==> src/rtl/drive_arbiter_pkg.sv <==
// drive_arbiter_pkg: shared states, source indices and wheel-command width
package drive_arbiter_pkg;
  localparam int WHEEL_W = 8;
  typedef enum logic [1:0] {IDLE, RUN, SWITCH, FAULT} state_t;
  localparam logic [1:0] SRC_MANUAL = 2'd0;
  localparam logic [1:0] SRC_AVOID  = 2'd1;
  localparam logic [1:0] SRC_CRUISE = 2'd2;
  localparam logic [1:0] SRC_NONE   = 2'd3;
endpackage

==> src/rtl/drive_arbiter_if.sv <==
// drive_arbiter_if: controller requests/commands in, grant and wheel commands out
interface drive_arbiter_if #(parameter int W = drive_arbiter_pkg::WHEEL_W);
  logic                run;
  logic [2:0]          src_req;
  logic [2:0]          src_valid;
  logic signed [W-1:0] cmd_left_0, cmd_left_1, cmd_left_2;
  logic signed [W-1:0] cmd_right_0, cmd_right_1, cmd_right_2;
  logic [2:0]          src_enable;
  logic signed [W-1:0] wheel_left, wheel_right;
  logic [1:0]          active_src;
  logic                fault;
  modport master (
    output run, src_req, src_valid, cmd_left_0, cmd_left_1, cmd_left_2,
           cmd_right_0, cmd_right_1, cmd_right_2,
    input  src_enable, wheel_left, wheel_right, active_src, fault
  );
  modport slave (
    input  run, src_req, src_valid, cmd_left_0, cmd_left_1, cmd_left_2,
           cmd_right_0, cmd_right_1, cmd_right_2,
    output src_enable, wheel_left, wheel_right, active_src, fault
  );
endinterface

==> src/rtl/drive_arbiter_slew_limiter.sv <==
// drive_arbiter_slew_limiter: moves one wheel output toward its target by at most STEP per tick
module drive_arbiter_slew_limiter #(
  parameter int W    = 8,
  parameter int STEP = 4
) (
  input  logic                clk,
  input  logic                reset_n,
  input  logic                tick_i,
  input  logic                zero_i,
  input  logic signed [W-1:0] target_i,
  output logic signed [W-1:0] out_o
);
  localparam logic signed [W:0] S = (W+1)'(STEP);
  logic signed [W:0]   tgt_x, out_x, diff, nxt;
  logic signed [W-1:0] out_q, out_d;
  always_comb begin
    tgt_x = $signed({target_i[W-1], target_i});
    out_x = $signed({out_q[W-1], out_q});
    diff  = tgt_x - out_x;
    nxt   = diff > S ? out_x + S : diff < -S ? out_x - S : tgt_x;
    out_d = zero_i ? '0 : tick_i ? nxt[W-1:0] : out_q;
  end
  always_ff @(posedge clk or negedge reset_n)
    if (!reset_n) out_q <= '0;
    else          out_q <= out_d;
  assign out_o = out_q;
endmodule

==> src/rtl/drive_arbiter.sv <==
// drive_arbiter: fixed-priority grant of the wheel outputs to one of three controllers,
// with slew-limited handover and a watchdog that forces a stop.
module drive_arbiter
  import drive_arbiter_pkg::*;
#(
  parameter int WIDTH_CMD   = WHEEL_W,
  parameter int SLEW_STEP   = 4,
  parameter int STEP_PERIOD = 2,
  parameter int TIMEOUT     = 1000,
  parameter int CMD_LIMIT   = 127
) (
  input logic            clk,
  input logic            reset_n,
  drive_arbiter_if.slave bus
);
  localparam int TW = $clog2(STEP_PERIOD + 1);
  localparam int WW = $clog2(TIMEOUT);
  typedef logic signed [WIDTH_CMD-1:0] wcmd_t;
  localparam wcmd_t LIM = wcmd_t'(CMD_LIMIT);
  state_t        state_q, state_d;
  logic [1:0]    act_q, act_d, win;
  logic [2:0]    en_q, en_d;
  wcmd_t         tgt_l_q, tgt_l_d, tgt_r_q, tgt_r_d, out_l, out_r;
  wcmd_t         cmd_l [3];
  wcmd_t         cmd_r [3];
  logic [WW-1:0] wd_q, wd_d;
  logic [TW-1:0] tick_q;
  logic          fault_q, tick, has_win, valid, hp, leave, expire, zero, force_zero;
  function automatic wcmd_t sat(input wcmd_t c);
    return c > LIM ? LIM : c < -LIM ? -LIM : c;
  endfunction
  assign cmd_l = '{bus.cmd_left_0, bus.cmd_left_1, bus.cmd_left_2};
  assign cmd_r = '{bus.cmd_right_0, bus.cmd_right_1, bus.cmd_right_2};
  assign has_win = |bus.src_req;
  assign win = bus.src_req[0] ? SRC_MANUAL : bus.src_req[1] ? SRC_AVOID :
               bus.src_req[2] ? SRC_CRUISE : SRC_NONE;
  // Any request below the granted index outranks the current owner.
  assign hp     = |(bus.src_req & ((3'b1 << act_q) - 3'b1));
  assign valid  = state_q == RUN && bus.src_valid[act_q];
  assign leave  = !bus.run || !bus.src_req[act_q] || hp;
  assign expire = !valid && wd_q == WW'(TIMEOUT - 1);
  assign zero   = out_l == '0 && out_r == '0;
  assign tick   = tick_q == TW'(STEP_PERIOD - 1);
  always_comb begin
    state_d = state_q;
    act_d   = act_q;
    en_d    = en_q;
    tgt_l_d = '0;
    tgt_r_d = '0;
    wd_d    = '0;
    case (state_q)
      IDLE, SWITCH: begin
        act_d = SRC_NONE;
        en_d  = '0;
        if (zero) begin
          state_d = bus.run && has_win ? RUN : IDLE;
          act_d   = bus.run && has_win ? win : SRC_NONE;
          en_d    = bus.run && has_win ? 3'b1 << win : 3'b0;
        end
      end
      RUN: begin
        wd_d    = valid ? '0 : wd_q + 1'b1;
        tgt_l_d = valid ? sat(cmd_l[act_q]) : tgt_l_q;
        tgt_r_d = valid ? sat(cmd_r[act_q]) : tgt_r_q;
        state_d = expire ? FAULT : leave ? SWITCH : RUN;
        if (expire || leave) begin
          act_d   = SRC_NONE;
          en_d    = '0;
          tgt_l_d = '0;
          tgt_r_d = '0;
          wd_d    = '0;
        end
      end
      default: begin
        act_d   = SRC_NONE;
        en_d    = '0;
        state_d = bus.run ? FAULT : IDLE;
      end
    endcase
  end
  // Entering or holding FAULT zeroes the wheels at once instead of ramping.
  assign force_zero = state_d == FAULT;
  always_ff @(posedge clk or negedge reset_n)
    if (!reset_n) begin
      state_q <= IDLE;
      act_q   <= SRC_NONE;
      en_q    <= '0;
      tgt_l_q <= '0;
      tgt_r_q <= '0;
      wd_q    <= '0;
      tick_q  <= '0;
      fault_q <= 1'b0;
    end else begin
      state_q <= state_d;
      act_q   <= act_d;
      en_q    <= en_d;
      tgt_l_q <= tgt_l_d;
      tgt_r_q <= tgt_r_d;
      wd_q    <= wd_d;
      tick_q  <= tick ? '0 : tick_q + 1'b1;
      fault_q <= force_zero;
    end
  drive_arbiter_slew_limiter #(.W(WIDTH_CMD), .STEP(SLEW_STEP)) u_slew_l (
    .clk(clk), .reset_n(reset_n), .tick_i(tick), .zero_i(force_zero),
    .target_i(tgt_l_q), .out_o(out_l)
  );
  drive_arbiter_slew_limiter #(.W(WIDTH_CMD), .STEP(SLEW_STEP)) u_slew_r (
    .clk(clk), .reset_n(reset_n), .tick_i(tick), .zero_i(force_zero),
    .target_i(tgt_r_q), .out_o(out_r)
  );
  assign bus.src_enable  = en_q;
  assign bus.active_src  = act_q;
  assign bus.fault       = fault_q;
  assign bus.wheel_left  = out_l;
  assign bus.wheel_right = out_r;
endmodule
==> src/flat_wrapper.sv <==
// flat-port wrapper written by rule: the top's interface ports become plain ports
module drive_arbiter_flat import drive_arbiter_pkg::*;
#(
  parameter int WIDTH_CMD   = WHEEL_W,
  parameter int SLEW_STEP   = 4,
  parameter int STEP_PERIOD = 2,
  parameter int TIMEOUT     = 1000,
  parameter int CMD_LIMIT   = 127
)
  (clk, reset_n, bus_run, bus_src_req, bus_src_valid, bus_cmd_left_0, bus_cmd_left_1, bus_cmd_left_2, bus_cmd_right_0, bus_cmd_right_1, bus_cmd_right_2, bus_src_enable, bus_wheel_left, bus_wheel_right, bus_active_src, bus_fault);
  drive_arbiter_if bus_i ();
  input logic clk;
  input logic reset_n;
  input wire logic [$bits(bus_i.run)-1:0] bus_run;
  input wire logic [$bits(bus_i.src_req)-1:0] bus_src_req;
  input wire logic [$bits(bus_i.src_valid)-1:0] bus_src_valid;
  input wire logic [$bits(bus_i.cmd_left_0)-1:0] bus_cmd_left_0;
  input wire logic [$bits(bus_i.cmd_left_1)-1:0] bus_cmd_left_1;
  input wire logic [$bits(bus_i.cmd_left_2)-1:0] bus_cmd_left_2;
  input wire logic [$bits(bus_i.cmd_right_0)-1:0] bus_cmd_right_0;
  input wire logic [$bits(bus_i.cmd_right_1)-1:0] bus_cmd_right_1;
  input wire logic [$bits(bus_i.cmd_right_2)-1:0] bus_cmd_right_2;
  output wire logic [$bits(bus_i.src_enable)-1:0] bus_src_enable;
  output wire logic [$bits(bus_i.wheel_left)-1:0] bus_wheel_left;
  output wire logic [$bits(bus_i.wheel_right)-1:0] bus_wheel_right;
  output wire logic [$bits(bus_i.active_src)-1:0] bus_active_src;
  output wire logic [$bits(bus_i.fault)-1:0] bus_fault;
  assign bus_i.run = bus_run;
  assign bus_i.src_req = bus_src_req;
  assign bus_i.src_valid = bus_src_valid;
  assign bus_i.cmd_left_0 = bus_cmd_left_0;
  assign bus_i.cmd_left_1 = bus_cmd_left_1;
  assign bus_i.cmd_left_2 = bus_cmd_left_2;
  assign bus_i.cmd_right_0 = bus_cmd_right_0;
  assign bus_i.cmd_right_1 = bus_cmd_right_1;
  assign bus_i.cmd_right_2 = bus_cmd_right_2;
  assign bus_src_enable = bus_i.src_enable;
  assign bus_wheel_left = bus_i.wheel_left;
  assign bus_wheel_right = bus_i.wheel_right;
  assign bus_active_src = bus_i.active_src;
  assign bus_fault = bus_i.fault;
  drive_arbiter #(.WIDTH_CMD(WIDTH_CMD), .SLEW_STEP(SLEW_STEP), .STEP_PERIOD(STEP_PERIOD), .TIMEOUT(TIMEOUT), .CMD_LIMIT(CMD_LIMIT)) u_core (.clk(clk), .reset_n(reset_n), .bus(bus_i));
endmodule
==> config.mk <==
export PLATFORM = sky130hd
export DESIGN_NAME = drive_arbiter_flat
export DESIGN_NICKNAME = d
export VERILOG_FILES = /design/src/rtl/drive_arbiter_pkg.sv /design/src/rtl/drive_arbiter_if.sv /design/src/rtl/drive_arbiter_slew_limiter.sv /design/src/rtl/drive_arbiter.sv /design/src/flat_wrapper.sv
export SDC_FILE = /design/constraint.sdc
export NUM_CORES = 1
export LEC_CHECK = 0
export CORE_UTILIZATION = 40
export CTS_CLUSTER_DIAMETER = 120
export DETAILED_ROUTE_END_ITERATION = 7
export GPL_ROUTABILITY_DRIVEN = 1
export SETUP_SLACK_MARGIN = 0.5
export SLEW_MARGIN = 15
export SYNTH_ARGS = -nofsm -noshare
export SYNTH_HDL_FRONTEND = slang
export SYNTH_SLANG_ARGS = --single-unit
==> constraint.sdc <==
create_clock -name clk -period 4.8 [get_ports clk]
set_input_delay 1.44 -clock clk [delete_from_list [all_inputs] [get_ports clk]]
set_output_delay 1.44 -clock clk [all_outputs]
set_load 0.1 [all_outputs]
; Yosys cells after proc, flatten, opt, wreduce, memory -nomap -nowiden
; Cells that the tools add are included.
[word_totals]
inputBits = 57
register_bits = 52
output_inout_bits = 22
elab_cells = 106
[classes]
eq_ne = 7
shift = 2
bitwise = 2
order_cmp = 10
muxes = 49
add_sub_neg = 9
reduce_logical = 17
[op_table]
columns = cell, n
row1 = $mux W8, 22
row2 = $bmux W8 S2, 2
row3 = $mux W10, 3
row4 = $mux W2, 10
row5 = $gt A9 B4 Y1 const B, 2
row6 = $lt A9 B3 Y1 const B, 2
row7 = $sub A8 B8 Y9, 2
row8 = $add A8 B4 Y8 const B, 2
row9 = $gt A8 B8 Y1 const B, 2
row10 = $logic_not A8 Y1, 2
row11 = $lt A8 B8 Y1 const B, 2
row12 = $sub A8 B4 Y8 const B, 2
row13 = $add A10 B1 Y10 const B, 1
row14 = $eq A10 B10 Y1 const B, 1
row15 = $mux W3, 3
row16 = $pmux W2 S2, 2
row17 = $pmux W3 S2, 1
row18 = $reduce_or A3 Y1, 2
row19 = $shl A1 B2 Y3 const A, 2
row20 = $bmux W1 S2, 2
row21 = $eq A2 B1 Y1 const B, 2
row22 = $eq A2 B2 Y1 const B, 2
row23 = $logic_and A1 B1 Y1, 4
row24 = $mux W1, 4
row25 = other kinds (13), 17

; Longest topological paths before layout
[logic_depth]
word_depth = 10
ltp_mapped = 12
ltp_nobuf = 12

; By module
; From an unflattened synthesis, not the netlist that was laid out.
[unflattened]
cells_unflattened = 506
hier_area_um2 = 4546.9
[by_module_without_submodules]
columns = mod, instances, seq_area_each_um2, area_per_inst_um2, cells_per_inst
row1 = drive_arbiter, 1, 903.4, 2193.4, 221
row2 = drive_arbiter_slew_limiter at u_core.u_slew_l, 1, 200.2, 1211.2, 138
row3 = drive_arbiter_slew_limiter at u_core.u_slew_r, 1, 200.2, 1142.3, 147

; Worst setup path after synthesis
; OpenSTA, ideal clock, no wires.
[synth_timing]
path_kind = reg2reg
startpoint = register u_core.u_slew_l.out_q[4] (netlist: u_core.u_slew_l.out_o[4])
endpoint = register u_core.u_slew_l.out_q[4] (netlist: u_core.u_slew_l.out_o[4])
arrival_time_ns = 3.670
setup_slack_ns = 1.066
t_required_ns = 4.736
stages_incl_launch_ff = 13
synth_period_minus_slack_ns = 3.734
path_buffers = 2
setup_time_ns = 0.064
path_cell_list = dfrtp_1 > clkbuf_1 > inv_1 > ha_1 > buf_6 > a21o_1 > a221oi_1 > xnor2_1 > nor4bb_1 > a21oi_1 > a211o_1 > a221oi_2 > a21o_1
[synth_between]
elab_chain_cells = 6
word_cells_on_any_way = 15
classes_between = 3 x add/sub / 2 x order compare / 1 x eq/ne / 6 x mux / 3 x reduce/logical
[synth_lines]
columns = element, line_no
row1 = "start, declared", drive_arbiter_slew_limiter.sv:15  ; logic signed [W-1:0] out_q, out_d;
row2 = "start signal, assigned", drive_arbiter_slew_limiter.sv:25  ; else out_q <= out_d;
row3 = $sub A8 B8 Y9 / $logic_not A8 Y1 (equally long branches), "drive_arbiter_slew_limiter.sv:19, drive_arbiter.sv:42"
row4 = $lt A9 B3 Y1 / $logic_and A1 B1 Y1 (equally long branches), "drive_arbiter_slew_limiter.sv:20, drive_arbiter.sv:42"
row5 = $mux W8 / $mux W2 (equally long branches), "drive_arbiter_slew_limiter.sv:20, drive_arbiter.sv:55"
row6 = $mux W8 / $pmux W2 S2 (equally long branches), "drive_arbiter_slew_limiter.sv:20, drive_arbiter.sv:51"
row7 = $mux W8 / $eq A2 B2 Y1 (equally long branches), "drive_arbiter_slew_limiter.sv:21, drive_arbiter.sv:82"
row8 = $mux W8 / $reduce_bool A2 Y1 (equally long branches), --
; Parallel ways exist; a longest one is shown, timed or not. The select of a mux whose other input is x is not followed.
; A chain may end at the register's enable or synchronous reset.

; Final worst setup path
[layout_timing]
startpoint = register u_core.act_q[0] (netlist: u_core.bus.active_src[0])
endpoint = output port bus_active_src[0]
[layout_rtl]
columns = element, line_no
row1 = "start, declared", drive_arbiter.sv:21  ; logic [1:0] act_q, act_d, win;
row2 = "start signal, assigned", drive_arbiter.sv:95  ; act_q <= act_d;
row3 = "end, declared", flat_wrapper.sv:26  ; output wire logic [$bits(bus_i.active_src)-1:0] bus_active_src;
; No word-level cell between the ends.

==> summary.txt <==
status - finished, final reports clean
Worst Setup End Kind - output port
cell at the root of the clock tree - clkbuf_8
row count - 37
clk sinks - 52
Routability Congestion - 0.849
CTS tree - done
via count - 4,125
clock buffer depth - 2
crit path DAT - 2.29 ns
DRT iter0 DRCs - 195
postcts setup bufs - 0
Final ANT Viol Nets - 0
synth top area cells - dfrtp_1 29%, ha_1 7.2%, a21oi_1 5.9%
Final period util - 77.8%
instance count on the critical path - 1
vias per cell - 5.67
fin crit period - 3.73 ns
Slew HR - 29.2%
clk_lat worst skew - 0.31 ns
P per Cell Area - 466 nW/um^2
first-pass GRT wire length - 19.4 mm
Final Instance Area - 5330 sq um
pre-CTS WS - 0.900 ns
Cells after DPL - 720
# DRC - 0
Pwr Total - 2.48 mW
largest net degree at the start of global routing - 36
ys async rst share - 100%
initial antenna violation count - 0
commonest cells in the netlist - 54 x nor2_1, 51 x a21oi_1, 50 x dfrtp_1
most numerous cell in the Yosys netlist - nor2_1
CP cell instances - clkdlybuf4s50_1
Tot GR Track Use - 21.5%
DRT Pass-1 Iters - 4
worst min-delay path class - register to register
setup ws final - 1.07 ns
max-slew violations - 0
Worst path slowest cell - clkdlybuf4s50_1
Post-Synthesis Cells - 527
hold_buf cts - 0
Fin Setup TNS - 0 ns
area of the mapped netlist - 4350 sq um
Routed WL per cell - 15.9 microns
final core occ - 51.2%
CTS Buf Count - 5
slowest stage delay, CP - 1.21 ns
number of synthesized flops with an enable pin - 0
depth of the most critical reg-to-reg path - 12
fin cells - 728
Max-Cap Viols - 0
layout net count - 675
die area - 11,300 sq um
leakage - 2.23 nW
ys flop type - dfrtp_1
Critical Path RT - 3.36 ns
Final HPWL DP - 9.16 mm
area leader, netlist - dfrtp_1
Critical Path Source Type - register
CP Class - register to output port
htree depth - 2
Placed Area - 5220 sq um
Synth cell types - 73
slew at the pin with the worst max-slew slack - 1.06 ns
Core Area - 10,400 sq um
initial core utilization - 41.8%
input/output buffers - 78
mean post-synth cell area - 8.26 sq um
RSZ-0062 raised after global routing - false
die width - 106 microns
CTS resizes - 0
Layout Area Growth over Synthesis - 22.4%
die height - 106 microns
Buffers & Inverters on Critical Path - 1
CP Max Fanout - 23
Clock Skew - 0.00661 ns
sequential fraction of the synthesis area - 30.0%
final global-route overflow total - 0
Yosys warnings - 0
fmax - 0.268 GHz
IO Count - 79
ANT cells - 0
Final setup viols - 0
vias in the first global route - 4,007
number of hold violations in the final report - 0
hold_ws - 0.458 ns
fraction of layout cells with a size suffix above 1 - 5.57%
Peak supply drop - 0.000437 V
Hold Path Cell Cnt - 1
Total Wirelength - 11.6 mm
#FFs+latches synth - 52
cell family with most CP delay - buffers and inverters
Post-Synthesis Net Count - 611
post-synth top area share - 28.7%
CTS clk-pin slew, worst paths - 0.10 ns
==> path summary, 6_finish.rpt <==
check / startpoint / to / slack, ns
worst max-delay path: u_core.bus.active_src[0] / bus_active_src[0] / 1.07
worst min-delay path: u_core.tick_q[0] / u_core.tick_q[1] / 0.46
worst max register to register: u_core.tgt_l_q[0] / u_core.u_slew_l.out_o[4] / 1.26
worst min register to register: u_core.tick_q[0] / u_core.tick_q[1] / 0.46
max in group asynchronous: reset_n / u_core.u_slew_l.out_o[6] / 2.91
min in group asynchronous: reset_n / u_core.wd_q[0] / 1.12
==> flip-flops by register name, indices dropped and copies added (netlist names) <==
register               cells
u_core.bus.active_src      2
u_core.tgt_r_q             8
u_core.u_slew_r.out_o      8
u_core.wd_q               10
u_core.tick_q              2
u_core.bus.fault           1
u_core.state_q             2
u_core.u_slew_l.out_o      8
u_core.bus.src_enable      3
u_core.tgt_l_q             8
==> report_power, final <==
part / switching [mW] / internal, mW
clock network: 0.150 / 0.155
registers: 0.111 / 0.502
logic: 1.03 / 0.537
==> worst reg2reg max path, stage by stage (launching register included) <==
cell and delay [ns]:
dfrtp_1 0.39, inv_1 0.10, ha_1 0.19, inv_1 0.06, fa_1 0.49, a21o_1 0.22, a221oi_1 0.36, xnor2_1 0.27
nor4bb_1 0.51, a21oi_1 0.28, a211o_1 0.35, a221oi_2 0.16, a21o_1 0.11
==> final cells by class <==
class	count	area (sq um)
inverters	27	101
clock inverters	3	42.5
well taps	136	170
fillers	976	5090
clock buffers	5	68.8
multi-input cells	423	2840
repair buffers	82	803
flip-flops and latches	52	1300
==> routing by layer <==
layer / vias up / routed length, microns / global-route usage [%]
met4: 0 / 125 / 5.56
met2: 131 / 5410 / 36.2
li1: 2062 / - / -
met3: 12 / 740 / 3.49
met1: 1920 / 5320 / 28.5
met5: - / 0 / 0
==> cells by family after synthesis <==
logic type               Yosys count  share of synthesized area [%]
AND/OR/NAND/NOR                  196                           23.7
adder cells (fa/ha/maj)           27                           8.11
multiplexers                      18                           4.14
XOR/XNOR                          23                           4.63
AO/OA/AOI/OAI                    159                           24.7
flip-flops                        52                           30.0
buffers and inverters             52                           4.83
==> placed cells by master, fill, tap and decap left out, types with 11 or more instances in the layout <==
cell type,n
o21a_1,11
mux2i_1,18
xnor2_1,17
clkdlybuf4s50_1,76
ha_1,25
a21oi_1,51
nand2_1,30
nand3_1,23
inv_1,27
nor3_1,14
o21ai_0,22
dfrtp_1,50
nor2_1,54
Power figures use the tool's default switching activity.
==> variant (config.mk and constraints unchanged) <==
`STEP_PERIOD` is set to 2 in 2 places; all go to 4.
--- a/src/rtl/drive_arbiter.sv
+++ b/src/rtl/drive_arbiter.sv
@@ -6,5 +6,5 @@
   parameter int WIDTH_CMD   = WHEEL_W,
   parameter int SLEW_STEP   = 4,
-  parameter int STEP_PERIOD = 2,
+  parameter int STEP_PERIOD = 4,
   parameter int TIMEOUT     = 1000,
   parameter int CMD_LIMIT   = 127
--- a/src/flat_wrapper.sv
+++ b/src/flat_wrapper.sv
@@ -4,5 +4,5 @@
   parameter int WIDTH_CMD   = WHEEL_W,
   parameter int SLEW_STEP   = 4,
-  parameter int STEP_PERIOD = 2,
+  parameter int STEP_PERIOD = 4,
   parameter int TIMEOUT     = 1000,
   parameter int CMD_LIMIT   = 127
Behaviour: not the same (Yosys sat finds a counterexample within 10 cycles, from zero or initial values and one cycle with reset_n low).
==> variant against the original RTL <==
  * Combinational power decreased by 13%
  * Critical path depth unchanged
  * Cell area decreased by 1.2%
  * Clock power increased by 6%
  * Worst hold slack got worse by 24 ps
  * First-iteration DRC count decreased by 18%
  * Total power decreased by 6.8%
  * Synthesized area decreased by 2.4%
  * Core utilization decreased by 0.14 points
  * Via count decreased by 4.2%
  * Wire length decreased by 6.4%
  * Sequential cell count increased by 1
  * Setup slack got worse by 200 ps
  * Critical path type unchanged
==> variant: results (changes against the original RTL) <==
- Worst R2R End: u_core.u_slew_r.out_o[5]$_DFFE_PN0P_ (was u_core.u_slew_l.out_o[4]$_DFFE_PN0P_)
- # placed instances: 695 (was 720)
- M2 GR Usage: 0.341 (was 0.362)
- Peak VDD IR: 0.000435 V (was 0.000437 V)
- Layout cell share with drive strength beyond 1: 0.0600 (was 0.0557)
- Seq group: 621 uW (was 613 uW)
- Sw Ratio: 0.519 (about the same)
- Mean post-synth cell area: 8.59 sq um (was 8.26 sq um)
- Synth Area in XOR/XNOR: 0.0412 (was 0.0463)
- Endpoint, Worst Hold: u_core.tick_q[0]$_DFF_PN0_ (was u_core.tick_q[1]$_DFF_PN0_)
- Setup WS post-layout: 862 ps (was 1070 ps)
- Iteration-0 DRC Markers: 159 (was 195)
- P_leak: 2.26 nW (was 2.23 nW)
- Max transition margin: 0.338 (was 0.292)
- Sequential fraction of the synthesis area: 0.313 (was 0.300)
- Worst hold slack: 434 ps (was 458 ps)
- First-pass GRT wire length: 18700 um (was 19400 um)
- Maximum fanout along the worst path: 22 (was 23)
- Final wirelength: 10900 um (was 11600 um)
- R2R cell count: 10 (was 12)
- Net count reported at finish: 651 (was 675)
- Reg2Reg Setup Slack: 1330 ps (was 1260 ps)
- Pwr Total: 2.32 mW (was 2.48 mW)
- Final Skew: 9.47 ps (was 6.61 ps)
- Status: complete, no violations (unchanged)
- Vias per std cell: 5.62 (was 5.67)
- Compound-cell area share of the yosys netlist: 0.207 (was 0.247)
- Synth area leaders: dfrtp_1 30%, ha_1 7.7%, mux2i_1 7.3% (was dfrtp_1 29%, ha_1 7.2%, a21oi_1 5.9%)
- CP peak stage delay: 1250 ps (was 1210 ps)
==> variant: final cells by class <==
class	instances	area (sq um)
clock buffers	5	68.8
clock inverters	3	50.0
fillers	1004	5060
inverters	30	113
multi-input cells	393	2720
flip-flops and latches	53	1330
well taps	136	170
repair buffers	83	813
==> variant: per-layer routing <==
| metal | vias to the layer above | part of all wire |
|---|---|---|
| met2 | 112 | 0.46 |
| li1 | 1949 | - |
| met5 | - | 0 |
| met3 | 13 | 0.048 |
| met4 | 0 | 0.011 |
| met1 | 1878 | 0.48 |
==> variant: kinds of logic after synthesis <==
| logic type | count (synthesis) |
|---|---|
| adders and majority gates | 28 |
| DFF | 53 |
| AOI/OAI and AO/OA | 121 |
| muxes | 33 |
| xor gates and xnor gates | 20 |
| buffers and inverters | 49 |
| and+or+nand+nor | 191 |
